--- src/rtl/tt_sweep_pkg.sv ---
// tt_sweep_pkg: FSM state encoding, MISR seed and tap mask shared by tt_sweep (TT_SWEEP_MISR_EN consumers)
package tt_sweep_pkg;
  typedef enum logic [1:0] {IDLE, RUN, DONE} state_t;
  localparam logic [15:0] MISR_SEED = 16'hFFFF;
  localparam logic [15:0] MISR_TAPS = 16'hB400;
endpackage

--- src/rtl/tt_sweep_misr.sv ---
// tt_sweep_misr: 16-bit MISR; ports clk, rst_n, seed (load MISR_SEED), en (shift+fold din), din, sig
module tt_sweep_misr import tt_sweep_pkg::*; (
  input  logic        clk,
  input  logic        rst_n,
  input  logic        seed,
  input  logic        en,
  input  logic [15:0] din,
  output logic [15:0] sig
);
  always_ff @(posedge clk or negedge rst_n)
    if (!rst_n) sig <= '0;
    else if (seed) sig <= MISR_SEED;
    else if (en) sig <= {sig[14:0], ^(sig & MISR_TAPS)} ^ din;
endmodule

--- src/rtl/tt_sweep.sv ---
// tt_sweep: exhaustive truth-table sweeper/checker; ports clk, rst_n, start, stim, dut_out, exp_out, busy, done, vec_idx, err_cnt, first_err_*, sig (MISR when TT_SWEEP_MISR_EN)
module tt_sweep import tt_sweep_pkg::*; #(
  parameter int N_IN  = 4,
  parameter int N_OUT = 2,
  parameter int HOLD  = 10,
  parameter int GRAY  = 0
) (
  input  logic             clk,
  input  logic             rst_n,
  input  logic             start,
  output logic [N_IN-1:0]  stim,
  input  logic [N_OUT-1:0] dut_out,
  input  logic [N_OUT-1:0] exp_out,
  output logic             busy,
  output logic             done,
  output logic [N_IN-1:0]  vec_idx,
  output logic [N_IN:0]    err_cnt,
  output logic             first_err_valid,
  output logic [N_IN-1:0]  first_err_idx,
  output logic [15:0]      sig
);
  localparam int HW = $clog2(HOLD);
  state_t state, state_nx;
  logic [HW-1:0] hold;
  logic go, cmp, mism, last;
  assign go   = state == IDLE && start;
  assign cmp  = state == RUN && hold == HW'(HOLD - 1);
  assign mism = dut_out != exp_out;
  assign last = vec_idx == '1;
  assign busy = state == RUN;
  assign done = state == DONE;
  // vec_idx is 0 outside RUN, so stim is 0 there without extra gating
  assign stim = GRAY != 0 ? vec_idx ^ (vec_idx >> 1) : vec_idx;
  always_comb begin
    state_nx = state;
    state_nx = state == DONE ? IDLE : go ? RUN : cmp && last ? DONE : state;
  end
  always_ff @(posedge clk or negedge rst_n)
    if (!rst_n) begin
      state           <= IDLE;
      hold            <= '0;
      vec_idx         <= '0;
      err_cnt         <= '0;
      first_err_valid <= 1'b0;
      first_err_idx   <= '0;
    end else begin
      state <= state_nx;
      if (go) begin
        hold            <= '0;
        vec_idx         <= '0;
        err_cnt         <= '0;
        first_err_valid <= 1'b0;
        first_err_idx   <= '0;
      end else if (cmp) begin
        hold    <= '0;
        vec_idx <= vec_idx + 1'b1;
        if (mism) err_cnt <= err_cnt + 1'b1;
        if (mism && !first_err_valid) begin
          first_err_valid <= 1'b1;
          first_err_idx   <= vec_idx;
        end
      end else if (busy) hold <= hold + 1'b1;
    end
`ifdef TT_SWEEP_MISR_EN
  tt_sweep_misr u_misr (
    .clk  (clk),
    .rst_n(rst_n),
    .seed (go),
    .en   (cmp),
    .din  (16'(dut_out)),
    .sig  (sig)
  );
`else
  assign sig = '0;
`endif
endmodule

--- config.mk ---
export PLATFORM = sky130hd
export DESIGN_NAME = tt_sweep
export DESIGN_NICKNAME = d
export VERILOG_FILES = /design/src/rtl/tt_sweep_pkg.sv /design/src/rtl/tt_sweep_misr.sv /design/src/rtl/tt_sweep.sv
export SDC_FILE = /design/constraint.sdc
export NUM_CORES = 1
export LEC_CHECK = 0
export CELL_PAD_IN_SITES_DETAIL_PLACEMENT = 0
export CELL_PAD_IN_SITES_GLOBAL_PLACEMENT = 2
export CORE_MARGIN = 4
export CORE_UTILIZATION = 26
export DETAILED_ROUTE_END_ITERATION = 8
export PLACE_DENSITY = 0.78
export SLEW_MARGIN = 20
export SYNTH_ARGS = -nofsm -noshare
export SYNTH_HDL_FRONTEND = slang
export SYNTH_SLANG_ARGS = --single-unit
--- constraint.sdc ---
create_clock -name clk -period 1.9 [get_ports clk]
set_input_delay 0.19 -clock clk [delete_from_list [all_inputs] [get_ports clk]]
set_output_delay 0.19 -clock clk [all_outputs]
set_load 0.005 [all_outputs]
# [After elaboration in Yosys (flattened, before gate mapping)]
# Cells that the tools add are included.
[totals] regBits=20 in_bits=7 output_inout_bits=36 wordCells=44
[classes] n_reduce_logical=13 addsub=3 n_eq_ne=5 mux=17
[op_table] cell="4-bit 2-to-1 mux" n=8
[op_table] cell="5-bit 2-to-1 mux" n=3
[op_table] cell="4-bit by 1-bit adder with 4-bit output (second input constant)" n=2
[op_table] cell="4-bit equality test (second input constant)" n=2
[op_table] cell="2-bit 2-to-1 mux" n=3
[op_table] cell="2-bit nonzero test" n=3
[op_table] cell="3-bit nonzero test" n=2
[op_table] cell="5-bit by 1-bit adder with 5-bit output (second input constant)" n=1
[op_table] cell="1-bit logical AND" n=4
[op_table] cell="2-bit AND reduction" n=2
[op_table] cell="1-bit 2-to-1 mux" n=3
[op_table] cell="2-bit by 1-bit equality test with 1-bit output (second input constant)" n=1
[op_table] cell="2-bit equality test (second input constant)" n=1
[op_table] cell="2-bit logical NOT" n=1
[op_table] cell="2-bit != test" n=1
[op_table] cell="1-bit logical NOT" n=1

# [Longest topological paths before layout]
[logic_depth] depth_word=6 mapped_depth=6 depth_no_buf=5

# [Least setup slack after synthesis]
# No wires, ideal clock.
[synth_timing] path_kind="register -> register" from="register hold[1]" to="register err_cnt[2]" arrival_ns=1.374 path_buffers=0 required_ns=1.821 setup_time_ns=0.079 path_slack_ns=0.447 stages_incl_launch_ff=6 synth_period_minus_slack_ns=1.453 path_cell_list="dfrtp_1 -> inv_1 -> ha_1 -> nand3b_4 -> a2111oi_0 -> mux2i_1"
[synth_via] elab_chain_cells=4
[synth_rtl] item="start, declared" line="tt_sweep.sv:24" rtl="logic [HW-1:0] hold;"
[synth_rtl] item="start signal, assigned" line="tt_sweep.sv:62" rtl="end else if (busy) hold <= hold + 1'b1;"
[synth_rtl] item="4-bit equality test" line="tt_sweep.sv:27" rtl="assign cmp = state == RUN && hold == HW'(HOLD - 1);"
[synth_rtl] item="1-bit logical AND" line="tt_sweep.sv:27"
[synth_rtl] item="2-bit nonzero test (no source line)"
[synth_rtl] item="2-bit AND reduction (no source line)"
[synth_rtl] item="end signal, assigned" line="tt_sweep.sv:57" rtl="if (mism) err_cnt <= err_cnt + 1'b1;"
[synth_rtl] item="end, declared" line="tt_sweep.sv:17" rtl="output logic [N_IN:0] err_cnt,"
# No other way between the ends.
# A chain may end at the register's enable or synchronous reset.

# [Worst setup path after layout]
[layout_timing] from="register state[1]" to="output port busy"
[layout_via] elab_chain_cells=1
[layout_rtl] item="start, declared" line="tt_sweep.sv:23" rtl="state_t state, state_nx;"
[layout_rtl] item="start signal, assigned" line="tt_sweep.sv:47" rtl="state <= state_nx;"
[layout_rtl] item="2-bit by 1-bit equality test with 1-bit output" line="tt_sweep.sv:30" rtl="assign busy = state == RUN;"
[layout_rtl] item="end, declared" line="tt_sweep.sv:14" rtl="output logic busy,"
# No other way between the ends.

==> impl_metrics.toml <==
[floorplanning]
core-area_um2 = 4470
die_y_um = 76.8
dieWidth_um = 76.8
die_area_um2 = 5900
start_util = 0.275
ios = 43
placementRows = 24

[synth]
synth_area_um2 = 1230
synth_seq_area_share = 0.407
yosysWarnings = 0
synth_top_cell_area_share = 0.407
synth.largest_area_cell = "dfrtp_1"
ys.flop_type = "dfrtp_1"
async_reset_ff_frac = 1.00
ys_ff_latch = 20
postSynthCellCount = 124
synth_area_leaders = "dfrtp_1 41%, buf_4 12%, mux2i_1 9.0%"
synth_edf_count = 0
postSynthAreaPerCell_um2 = 9.92
synth_cell_types = 37

[detailed_routing]
drt-pass1-iter-count = 4
remaining_drc_errors = 0
drt-initial-drc-count = 39
ant_nets = 0
avgViaCountPerCell = 4.52
wirelength_um = 2640
vias = 909
wire_per_inst_um = 13.1

[sta]
setup_tns_ps = 0
rsz0062_at_grt = "false"
slew_viol_final = 0
worst_slew_pin_slew_ps = 520
finalSetupViolCount = 0
min_period_ps = 1780
fin_crit_sh = 0.938
worst_hold_slack_ps = 281
fmax_ghz = 0.561
fin_worst_skew_ps = 0.940
finalHoldViolCount = 0
slew_headroom = 0.644

[global_route]
grt_max_degree = 21
overflow = 0
grt_pass1_wl_um = 4370
first_global_vias = 856
antenna_found_initial = 0
grtUsageTotal = 0.0904

[worst_hold_path]
hp-class = "input pin to async pin"

[pwr]
power.total_mw = 2.43
p_per_area_nw_per_um2 = 1570
ir_worst_vdd_uv = 367
power.leakage_nw = 0.703

[critical_path]
ff2ff_setup_slack_ps = 220
worst_ep_required_time_ps = 1710
r2r-end = "err_cnt[2]$_DFFE_PN0P_"
r2r_start = "hold[1]$_DFFE_PN0P_"
cp_data_arrival_time_ps = 1590
crit_start = "state[1]$_DFFE_PN0P_"
worstRegToRegCells = 5
critPathLaunchType = "flop"
path_class = "flop to output port"
crit_end = "busy"
cp_max_fo = 9
end_kind = "output port"

[place]
dp_hpwl_um = 2080
placed_area_um2 = 1470
gp_congestion = 0.708
port-buffer-count = 26

[finish]
syn_to_final_growth_pct = 25.7
num-nets-final = 161
antennaDiodeCount = 0
nFillCells = 460
layout-drive-gt1-share = 0.0940
fin_util = 0.346
final_area_um2 = 1550

[clocking]
cts_made_buffers = 3
cts_tree = "built"
cts.path.max_buffers = 2
clk_latency_ps = 250
cts_resized = 0
cts_max_level = 1
clock-root-buffer = "clkbuf_8"
cts_setup_buffers = 0
holdBufCountCts = 0
cts_sinks = 20
clk_pin_slew_ps = 80

[run_status]
status = "finished, final reports clean"

[run]
cap_viol_max_count = 0
[cell type report]
| cell class | count | area (um2) | area share |
|---|---|---|---|
| clock buffers | 3 | 41.3 | 0.0267 |
| clock inverters | 1 | 30.0 | 0.0194 |
| inverters | 7 | 26.3 | 0.0170 |
| multi-input cells | 88 | 593 | 0.383 |
| flip-flops and latches | 20 | 500 | 0.324 |
| well taps | 52 | 65.1 | 0.0421 |
| repair buffers | 30 | 290 | 0.188 |
[kinds of logic after synthesis]
group                      Yosys count  share of synthesized area
muxes                               11                     0.0895
and+or+nand+nor                     37                      0.166
adders and majority gates            4                     0.0407
AOI/OAI and AO/OA                   18                      0.121
DFF                                 20                      0.407
other                                1                    0.00305
xor gates and xnor gates             2                     0.0142
buffers and inverters               31                      0.159
[registers in the layout, summed over array words and instances, names as in the netlist]
signal,flops
first_err_valid,1
first_err_idx,4
stim,4
hold,4
state,2
err_cnt,5
[cell usage after synthesis, types with 2 or more instances]
cell        n
inv_1       7
o21ai_0     2
o31ai_1     2
a21oi_1     3
nand2b_1    2
mux2i_1    11
xnor2_1     2
ha_1        4
buf_2       3
a2111oi_2   2
dfrtp_1    20
buf_4      20
nand3_1     6
nand2_1    17
[worst max-delay path, cell delays in order, from the launching register on]
cell and delay (ps):
dfrtp_1 380, nand2b_2 270, inv_1 160, clkdlybuf4s50_1 520
[placed cells by master, fill, tap and decap left out, drive strengths merged, types with 3 or more instances in the layout]
cell type | netlist | layout
inv | 7 | 7
buf | 23 | 4
mux2i | 11 | 11
a2111oi | 3 | 3
nand2 | 17 | 17
dfrtp | 20 | 20
nand3 | 6 | 6
a21oi | 3 | 3
clkdlybuf4s50 | 0 | 26
ha | 4 | 4
conb | 1 | 16
clkbuf | 1 | 3
[through the flow]
step / instances / setup slack (ps)
after floorplan: 139 / 447
after global placement: 197 / 176
after global routing: 201 / 34.6
final: 201 / 118
after CTS: 201 / 3.10
after detailed placement: 197 / 125
[routing by layer]
layer / share of wire / track usage / wire [um]
met1: 0.47 / 0.121 / 1240
met2: 0.46 / 0.140 / 1200
met3: 0.062 / 0.0187 / 164
met4: 0.013 / 0.0380 / 34
met5: 0 / 0 / 0
[power by group]
group          switching (mW)  internal [mW]
registers               0.222          0.625
clock network           0.144          0.281
logic                   0.504          0.654
[worst min-delay path by stage]
stage	slack, ps	start	cells past startpoint	to
2_1_floorplan	-110	rst_n	0	err_cnt[0]$_DFFE_PN0P_
3_3_place_gp	490	first_err_valid$_DFFE_PN0P_	1	first_err_valid$_DFFE_PN0P_
3_5_place_dp	510	first_err_valid$_DFFE_PN0P_	1	first_err_valid$_DFFE_PN0P_
4_1_cts	290	rst_n	2	state[0]$_DFFE_PN0P_
5_1_grt	310	rst_n	2	first_err_idx[3]$_DFFE_PN0P_
6_report	280	rst_n	2	err_cnt[1]$_DFFE_PN0P_
Power figures use the tool's default switching activity.
